[src/rtl/building_measure_sched.sv]
// Per-frame scheduler for the building stripe measurement: captures frame data on eop
// and time-shares one restoring divider between the distance and diameter quotients.
//
// state    | meaning
// ---------+------------------------------------------------------------
// S_IDLE   | waiting for eop; start_q marks the capture cycle after eop
// S_DIST   | divider running CALI_SIZE*CALI_DISTANCE / (2*stripe_width)
// S_DIAM   | divider running span / stripe_width
// S_PUB    | load output registers, pulse result_valid
module building_measure_sched #(
   parameter int CALI_SIZE     = 70,
   parameter int CALI_DISTANCE = 30,
   parameter int IMAGE_W       = 640
) (
   input  logic        clk,
   input  logic        reset_n,
   input  logic        eop,
   input  logic [10:0] stripe_width,
   input  logic [10:0] left_most_bound,
   input  logic [10:0] right_most_bound,
   input  logic [4:0]  left_slot,
   input  logic [4:0]  right_slot,
   input  logic [4:0]  center_slot,
   output logic        busy,
   output logic        result_valid,
   output logic [11:0] distance,
   output logic [11:0] diameter,
   output logic [10:0] target_center_x_pixel,
   output logic        formate,
   output logic        building_valid,
   output logic [7:0]  frame_drop_cnt
);

   localparam logic [1:0] S_IDLE = 2'd0;
   localparam logic [1:0] S_DIST = 2'd1;
   localparam logic [1:0] S_DIAM = 2'd2;
   localparam logic [1:0] S_PUB  = 2'd3;

   localparam logic [15:0] DIST_DVD  = 16'(CALI_SIZE * CALI_DISTANCE);
   localparam logic [10:0] BOUND_MAX = 11'(IMAGE_W - 1);

   logic [1:0]  state_q, state_d;
   logic        start_q, start_d;
   logic [10:0] sw_q, sw_d, lb_q, lb_d, rb_q, rb_d;
   logic [4:0]  ls_q, ls_d, rs_q, rs_d, cs_q, cs_d;
   logic [11:0] rem_q, rem_d, dsr_q, dsr_d, qdist_q, qdist_d;
   logic [15:0] dvd_q, dvd_d;
   logic [3:0]  cnt_q, cnt_d;
   logic        valid_q, valid_d, form_q, form_d, bv_q, bv_d;
   logic [11:0] dist_q, dist_d, diam_q, diam_d;
   logic [10:0] tcx_q, tcx_d;
   logic [7:0]  drop_q, drop_d;

   logic        accept, run, last, qbit;
   logic [12:0] trial;
   logic [10:0] lb_c, rb_c, span, tcx_c;

   assign accept = eop && (state_q == S_IDLE) && !start_q;
   // The first quotient step happens on the edge that leaves the capture cycle.
   assign run    = (start_q && (sw_q != 11'd0)) || (state_q == S_DIST) || (state_q == S_DIAM);
   assign last   = (cnt_q == 4'd0);
   assign trial  = {rem_q, dvd_q[15]} - {1'b0, dsr_q};
   assign qbit   = ~trial[12];
   assign lb_c   = (lb_q > BOUND_MAX) ? BOUND_MAX : lb_q;
   assign rb_c   = (rb_q > BOUND_MAX) ? BOUND_MAX : rb_q;
   assign span   = (rb_c > lb_c) ? (rb_c - lb_c) : 11'd0;
   assign tcx_c  = (cs_q == 5'd0) ? 11'd0 : (11'(cs_q) * 11'd40 - 11'd20);

   always_comb begin
      state_d = state_q;
      start_d = start_q;
      sw_d    = sw_q;
      lb_d    = lb_q;
      rb_d    = rb_q;
      ls_d    = ls_q;
      rs_d    = rs_q;
      cs_d    = cs_q;
      rem_d   = rem_q;
      dvd_d   = dvd_q;
      dsr_d   = dsr_q;
      cnt_d   = cnt_q;
      qdist_d = qdist_q;
      valid_d = 1'b0;
      dist_d  = dist_q;
      diam_d  = diam_q;
      tcx_d   = tcx_q;
      form_d  = form_q;
      bv_d    = bv_q;
      drop_d  = drop_q;

      if (accept) begin
         start_d = 1'b1;
         sw_d    = stripe_width;
         lb_d    = left_most_bound;
         rb_d    = right_most_bound;
         ls_d    = left_slot;
         rs_d    = right_slot;
         cs_d    = center_slot;
         if (stripe_width != 11'd0) begin
            rem_d = 12'd0;
            dvd_d = DIST_DVD;
            dsr_d = {stripe_width, 1'b0};
            cnt_d = 4'd15;
         end
      end else if (eop && (drop_q != 8'hff)) begin
         drop_d = drop_q + 8'd1;
      end

      if (run) begin
         rem_d = qbit ? trial[11:0] : {rem_q[10:0], dvd_q[15]};
         dvd_d = {dvd_q[14:0], qbit};
         cnt_d = cnt_q - 4'd1;
      end

      case (state_q)
         S_IDLE: begin
            if (start_q) begin
               start_d = 1'b0;
               state_d = (sw_q == 11'd0) ? S_PUB : S_DIST;
            end
         end
         S_DIST: begin
            if (last) begin
               qdist_d = {dvd_q[10:0], qbit};
               rem_d   = 12'd0;
               dvd_d   = {5'd0, span};
               dsr_d   = {1'b0, sw_q};
               cnt_d   = 4'd15;
               state_d = S_DIAM;
            end
         end
         S_DIAM: begin
            if (last) state_d = S_PUB;
         end
         default: begin
            state_d = S_IDLE;
            valid_d = 1'b1;
            dist_d  = (sw_q == 11'd0) ? 12'd0 : qdist_q;
            diam_d  = (sw_q == 11'd0) ? 12'd0 : {dvd_q[10:0], 1'b0};
            tcx_d   = tcx_c;
            form_d  = (cs_q == 5'd8) || (cs_q == 5'd9);
            bv_d    = (sw_q != 11'd0) && !((ls_q <= 5'd1) && (rs_q >= 5'd15)) &&
                      !({1'b0, rs_q} <= ({1'b0, ls_q} + 6'd2));
         end
      endcase
   end

   always_ff @(posedge clk or negedge reset_n) begin
      if (!reset_n) begin
         state_q <= S_IDLE;
         start_q <= 1'b0;
         sw_q    <= '0;
         lb_q    <= '0;
         rb_q    <= '0;
         ls_q    <= '0;
         rs_q    <= '0;
         cs_q    <= '0;
         rem_q   <= '0;
         dvd_q   <= '0;
         dsr_q   <= '0;
         cnt_q   <= '0;
         qdist_q <= '0;
         valid_q <= 1'b0;
         dist_q  <= '0;
         diam_q  <= '0;
         tcx_q   <= '0;
         form_q  <= 1'b0;
         bv_q    <= 1'b0;
         drop_q  <= '0;
      end else begin
         state_q <= state_d;
         start_q <= start_d;
         sw_q    <= sw_d;
         lb_q    <= lb_d;
         rb_q    <= rb_d;
         ls_q    <= ls_d;
         rs_q    <= rs_d;
         cs_q    <= cs_d;
         rem_q   <= rem_d;
         dvd_q   <= dvd_d;
         dsr_q   <= dsr_d;
         cnt_q   <= cnt_d;
         qdist_q <= qdist_d;
         valid_q <= valid_d;
         dist_q  <= dist_d;
         diam_q  <= diam_d;
         tcx_q   <= tcx_d;
         form_q  <= form_d;
         bv_q    <= bv_d;
         drop_q  <= drop_d;
      end
   end

   assign busy                  = (state_q != S_IDLE);
   assign result_valid          = valid_q;
   assign distance              = dist_q;
   assign diameter              = diam_q;
   assign target_center_x_pixel = tcx_q;
   assign formate               = form_q;
   assign building_valid        = bv_q;
   assign frame_drop_cnt        = drop_q;

endmodule

[config.mk]
export PLATFORM = sky130hd
export DESIGN_NAME = building_measure_sched
export DESIGN_NICKNAME = d
export VERILOG_FILES = /design/src/rtl/building_measure_sched.sv
export SDC_FILE = /design/constraint.sdc
export NUM_CORES = 1
export LEC_CHECK = 0
export BUFFER_PORTS_ARGS = -buffer_cell sky130_fd_sc_hd__buf_4
export CAP_MARGIN = 20
export CORE_ASPECT_RATIO = 0.5
export CORE_MARGIN = 10
export CORE_UTILIZATION = 25
export DETAILED_ROUTE_END_ITERATION = 6
export GPL_TIMING_DRIVEN = 0
export PLACE_DENSITY = 0.47
export SYNTH_ARGS = -nofsm -noshare
export SYNTH_HDL_FRONTEND = slang
export SYNTH_SLANG_ARGS = --single-unit
[constraint.sdc]
create_clock -name clk -period 4.8 [get_ports clk]
set_clock_uncertainty 0.05 [all_clocks]
set_input_delay 0.96 -clock clk [delete_from_list [all_inputs] [get_ports clk]]
set_output_delay 0.96 -clock clk [all_outputs]
set_load 0.05 [all_outputs]
==> results of run 1 <==
==> worst paths after layout <==
| kind | start | end | slack (ps) | depth (start not counted) |
|---|---|---|---|---|
| worst max-delay path | lb_q[7] | dvd_q[0] | 1510 | 11 |
| max in group asynchronous | reset_n | rs_q[3] | 3450 | 2 |
| min in group clk | rb_q[2] | rb_q[2] | 420 | 2 |
| worst max register to register | lb_q[7] | dvd_q[0] | 1510 | 11 |
| worst min register to register | rb_q[2] | rb_q[2] | 420 | 2 |
| worst min-delay path | reset_n | sw_q[7] | 360 | 1 |
==> cells by family (layout without fill, tap and decap cells) <==
kind of cell	after synthesis	count (layout)	synth area share, %
xor+xnor	29	29	3.20
mux	14	14	1.88
flops	150	150	47.3
simple gates	374	374	20.3
compound gates	173	173	15.0
other cells	2	5	0.0946
fa+ha+maj	48	48	7.85
buf+inv	85	210	4.38
==> worst max-delay path, delay by kind of cell, from the launching register on <==
family / cells / cell delay, ps
buffers and inverters: 1 / 410
AOI/OAI and AO/OA: 4 / 980
DFF: 1 / 400
adders and majority gates: 1 / 300
and+or+nand+nor: 5 / 1010
==> metrics by stage <==
step / std cells / instance area, um2 / setup WS, ps / hold slack, ps / utilization (%)
final: 1435 / 9820 / 1510 / 357 / 31.2
after detailed placement: 1405 / 9230 / 1560 / 409 / 29.3
after global routing: 1435 / 9820 / 1250 / 367 / 31.2
after floorplan: 878 / 7950 / 2100 / 388 / -
after global placement: 1404 / 9200 / 1590 / 406 / 29.2
after CTS: 1435 / 9820 / 1520 / 358 / 31.2
==> power breakdown <==
| part | total [uW] | switching [uW] | internal [uW] |
|---|---|---|---|
| Sequential | 2300 | 457 | 1840 |
| Combinational | 4760 | 2900 | 1860 |
| Clock | 1370 | 533 | 837 |
==> placed cells by master (no fill, tap or decap), types with 10 or more instances in the layout <==
cell | synthesis | layout
inv_1 | 42 | 42
a21oi_1 | 23 | 23
buf_4 | 3 | 96
ha_1 | 45 | 45
nor2_1 | 50 | 50
mux2i_1 | 10 | 10
nand2_1 | 238 | 238
o2bb2ai_1 | 29 | 29
nand3_1 | 16 | 16
nor3_1 | 12 | 12
xnor2_1 | 17 | 17
xor2_1 | 12 | 12
a31oi_1 | 12 | 12
o21ai_0 | 36 | 36
dfrtp_1 | 150 | 150
clkbuf_1 | 28 | 30
clkbuf_16 | 0 | 17
o22ai_1 | 13 | 13
a22oi_1 | 13 | 13
==> state kept, by name, summed over array words and instances, names as in the netlist, 8 cells and up <==
signal                 flops
dvd_q                     16
distance                  12
dsr_q                     12
qdist_q                   12
rem_q                     12
diameter                  11
lb_q                      11
rb_q                      11
sw_q                      11
target_center_x_pixel      9
frame_drop_cnt             8
==> routing by layer <==
layer	vias up	track usage (%)
met1	3226	14.4
li1	3240	-
met2	88	19.4
met3	18	3.12
met4	0	2.65
met5	-	0
==> layout make-up <==
class | count | area [um2]
fillers | 3294 | 21700
multi-input cells | 643 | 3850
flip-flops and latches | 150 | 3750
repair buffers | 95 | 741
well taps | 432 | 541
clock buffers | 21 | 460
plain buffers | 43 | 190
inverters | 42 | 158
clock inverters | 9 | 126
==> summary.md, run 1 <==
| Metric | Value |
|---|---|
| Area Overhead vs Synth | 23.7% |
| Leakage | 0.00467 uW |
| PwrDens | 858 nW/um2 |
| Final worst-path cycle share | 68.6% |
| Power, Total | 8420 uW |
| Synthesized instance count | 875 |
| VDD IR max | 0.325 mV |
| Die W | between 200 and 300 um |
| Num CTS Buffers | 17 |
| Worst-path clk slew | 60 ps |
| Minimum clock period | 3290 ps |
| Post-route DRC | 0 |
| Final HPWL DP | 17.2 mm |
| Clk buf depth | 2 |
| Clock root cell | clkbuf_16 |
| Post-CTS Resized | 0 |
| Highest metal used | met4 |
| TritonCTS clock tree | done |
| DRT Pass-1 Iters | 5 |
| Worst slew margin | around 57% |
| GPL Wtd Cong | 0.833 |
| Leading area contributor after synthesis | dfrtp_1 |
| Vias in the first global route | 6673 |
| Hold_buf cts | 0 |
| Slowest CP cell | clkbuf_1 |
| Yosys cell types | 62 |
| Largest net degree at the start of global routing | between 100 and 150 |
| Worst-path cell chain | o21ai_0, nand2b_1, nor2_1, ha_1, nor2b_1, o2111ai_1, and3_1, nor4_1, o31ai_1, clkbuf_1, o21ai_0 |
| Die area | about 40000 um2 |
| Worst hold path class | primary input to asynchronous set/reset pin |
| Data required time of the worst path | between 5000 and 6000 ps |
| Syn Area/Cell | 9.07 um2 |
| GR Overflow Total | 0 |
| EDFF count, synth | 0 |
| Top-area cell type share of the netlist area | 47.3% |
| Total Wirelength | 22.6 mm |
| First-pass GRT wire length | 36.6 mm |
| CTS H-tree lvls | 4 |
| Post-CTS Setup Inserts | 0 |
| Commonest cells post-synth | nand2_1 (238), dfrtp_1 (150), nor2_1 (50) |
| IO Pins | 98 |
| Crit path capture type | flip-flop |
| Vias/cell | 4.58 |
| Layout cell share with drive strength beyond 1 | 14.6% |
| Top-count cell post-synth | nand2_1 |
| CP Max Fanout | 10 |
| Met3 Wirelength | around 990 um |
| Worst EP arrival | 3540 ps |
| Core Area | approximately 31000 um2 |
| Count of final hold-check violations | 0 |
| Starting density of the core | 25.2% |
| Seq cells post-synth | 150 |
| Final setup fails | 0 |
| Largest cells by area after synthesis | dfrtp_1 (47%), nand2_1 (11%), ha_1 (7.1%), o2bb2ai_1 (3.2%), nor2_1 (2.4%) |
| Total GRT Usage | between 10% and 20% |
| Setup TNS Final | 0 ps |
| MaxCap Viol Count | 0 |
| Worst skew pair latency | around 430 ps |
| Slew @ Worst Pin | between 600 and 700 ps |
| Row count | 46 |
| CP Class | flip-flop to flip-flop |
| Top FF cell, synth | dfrtp_1 |
| Met1 Wirelength | 10.2 mm |
| Setup crit start kind | flip-flop |
| Ant. Diodes | 0 |
| Drt first-iter violations | around 360 |
| Initial antenna violation count | 0 |
| Antenna-violating nets left | 0 |
| Wire length per cell | around 16 um |
| Fmax | 304 MHz |
| Asr flop ratio synth | 100% |
| Clock sink count | 150 |
| Seq/Total Area, Yosys | 47.3% |
| Yosys warning count | 0 |
| Status | finished, final reports clean |
| Crit-path max cell delay | 410 ps |
| Die height | roughly 150 um |
| Max Slew Vio Count | 0 |
| Layout Nets | 1091 |
| I/O Buffers | 94 |
| Vias | 6572 |
| Routed wl met2 | roughly 11 mm |
| RSZ-0062 raised after global routing | no |
| Most used cell, CP | o21ai_0 |
| Mapped cell area | roughly 8000 um2 |
No activity file was read; power rests on OpenSTA's default activity.
==> inputs of run 2 (changes only) <==
Settings changed: PLACE_DENSITY 0.47 to 0.48.
Clock period 4.8 ns to 2.9 ns, I/O delays scaled along.
==> run 2 against run 1 <==
  * Final area increased by 1.2%
  * Sequential power increased by 67%
  * Critical endpoint is now dvd_q[10]
  * First-iteration DRC count decreased by 0.55%
==> summary.md, run 2 (synthesized netlist as in run 1, its figures left out) <==
| Metric | Value |
|---|---|
| Die W | 272 um (unchanged) |
| Num CTS Buffers | 17 (unchanged) |
| GR Overflow Total | 0 (unchanged) |
| DRT Pass-1 Iters | 5 (unchanged) |
| Wire length per cell | 15.6 um (-1.0%) |
| Total GRT Usage | 11.5% (+0.061 points) |
| First-pass GRT wire length | 37.1 mm (+1.4%) |
| Worst-path clk slew | 70 ps (about the same) |
| Max reg flops | 16 (unchanged) |
| Status | finished, final reports clean |
| Worst skew pair latency | 430 ps (about the same) |
| Antenna-violating nets left | 0 (unchanged) |
| GPL Wtd Cong | 0.831 (-0.23%) |
| CP Max Fanout | 8 (-2) |
| Sw frac | 47.0% (+0.83 points) |
| MaxCap Viol Count | 0 (unchanged) |
| Layout Nets | 1097 (+0.55%) |
| Total Wirelength | 22.5 mm (-0.32%) |
| Post-Layout Inst Area | 9930 um2 (+1.2%) |
| Combinational power share | 57.9% (+1.4 points) |
| Drt first-iter violations | 362 (-0.55%) |
| Final HPWL DP | 17.2 mm (-0.29%) |
| Post-route DRC | 0 (unchanged) |
| Vias in the first global route | 6892 (+3.3%) |
| Hold_buf cts | 0 (unchanged) |
| Internal power | 7490 uW (+65%) |
| Minimum clock period | 2750 ps (-537 ps) |
| Leakage | 0.00469 uW (+0.45%) |
| Clock root cell | clkbuf_16 |
| Vias/cell | 4.58 (about the same) |
| Clock sink count | 150 (unchanged) |
| CP Class | flip-flop to flip-flop |
| Core Area | 31500 um2 (unchanged) |
| Slowest CP cell | fa_1 |
| Most common cell after layout, fill and taps aside | nand2_1 |
| Die area | 39700 um2 (unchanged) |
| TritonCTS clock tree | done |
| Worst EP arrival | 3050 ps (-490 ps) |
| Worst slew margin | 52.1% (-4.6 points) |
| Switch Pwr | 6640 uW (+71%) |
| Layout fillers | 3299 (+0.15%) |
| Largest net degree at the start of global routing | 81 (-26%) |
| Initial antenna violation count | 2 (+2) |
| Fmax | 363 MHz (+19%) |
| VDD IR max | 0.648 mV (+100%) |
| Seq pwr share | 27.1% (-0.2 points) |
| Crit path capture type | flip-flop |
| Clock share of power | 14.9% (-1.4 points) |
| Crit-path max cell delay | 470 ps (+60 ps) |
| Most frequent cells in the layout | nand2_1 (238), dfrtp_1 (150), buf_4 (103), nor2_1 (49), ha_1 (44) |
| Area Overhead vs Synth | 25.1% |
| Row count | 46 (unchanged) |
| Layout cell share with drive strength beyond 1 | 17.0% (+2.5 points) |
| Worst-path cell chain | o21a_4, or3_4, fa_1, a21o_1, a21oi_2, o211ai_1, buf_4, nor4b_2, nor3_1, o22ai_1 |
| Setup crit start kind | flip-flop |
| Place WS | -318 ps (-1880 ps) |
| DP Area | 9230 um2 (about the same) |
| Die height | 146 um (unchanged) |
| PwrDens | 1420 nW/um2 (+66%) |
| Count of final hold-check violations | 0 (unchanged) |
| Slew @ Worst Pin | 719 ps (+69.2 ps) |
| Vias | 6613 (+0.62%) |
| Clk buf depth | 2 (unchanged) |
| Data required time of the worst path | 3190 ps (-1850 ps) |
| Starting density of the core | 25.2% (unchanged) |
| CTS H-tree lvls | 4 (unchanged) |
| I/O Buffers | 94 (unchanged) |
| Final setup fails | 0 (unchanged) |
| IO Pins | 98 (unchanged) |
| Worst hold path class | primary input to asynchronous set/reset pin |
| Max Slew Vio Count | 0 (unchanged) |
| Largest Register | dvd_q |
| Final worst-path cycle share | 95.0% (+26 points) |
| Final worst slack | 145 ps (-1360 ps) |
==> run 2: worst paths after layout <==
| path | endpoint | startpoint | cells after the start | slack [ps] |
|---|---|---|---|---|
| max | dvd_q[10] | rb_q[8] | 10 | 150 |
| min | sw_q[8] | reset_n | 1 | 120 |
| max reg2reg | dvd_q[10] | rb_q[8] | 10 | 150 |
| min reg2reg | rb_q[5] | rb_q[5] | 2 | 420 |
| max in group asynchronous | frame_drop_cnt[2] | reset_n | 2 | 1790 |
| min in group clk | lb_q[7] | left_most_bound[7] | 3 | 280 |
==> run 2: critical path: cells and delay by family, from the launching register on <==
family	cells	cell delay, ps
AO/OA/AOI/OAI	5	880
adder cells (fa/ha/maj)	1	470
buffers and inverters	1	150
flip-flops	1	400
AND/OR/NAND/NOR	3	720
==> run 2: layer usage <==
metal | vias up | wire length [um] | track usage, % | share of wire [%]
met3 | 10 | 540 | 2.28 | 2.4
li1 | 3262 | - | - | -
met1 | 3269 | 10300 | 14.4 | 46
met4 | 0 | 133 | 3.26 | 0.59
met2 | 72 | 11600 | 20.0 | 51
met5 | - | 0 | 0 | 0
==> run 2: area by class of cell <==
class                           count  area, um2  area share, %
Buffer                             42        196           1.98
Sequential cell                   150       3750           37.8
Inverter                           42        158           1.59
Timing Repair Buffer              102        787           7.92
Antenna cell                        2       5.00         0.0504
Multi-Input combinational cell    643       3940           39.7
Clock buffer                       18        439           4.42
Clock inverter                     14        114           1.15
Tap cell                          432        541           5.44
==> run 2: stage by stage <==
stage,hold WS (ps),TNS (ps),utilization [%],instances,power (uW)
after floorplan,234,0,-,878,9550
after detailed placement,410,-2910,29.3,1405,11800
after global placement,406,-2660,29.2,1404,11600
final,119,0,31.6,1445,14100
after global routing,160,-2.84,31.6,1445,15400
after CTS,145,0,31.1,1438,14000
==> run 2: power groups by stage <==
stage               logic [uW]  registers (uW)  clock network (uW)
global placement          7770            3830                   0
floorplan                 5130            4420                   0
detailed placement        7910            3840                   0
global route              9170            3970                2270
finish                    8180            3840                2110
CTS                       7990            3820                2170
==> run 2: timing repair <==
item | CTS | global route
setup endpoints to repair | 10 | 17
setup buffers | 1 | 5
pin swaps | 1 | 8
resized for setup | 6 | 20
cloned | 0 | 1
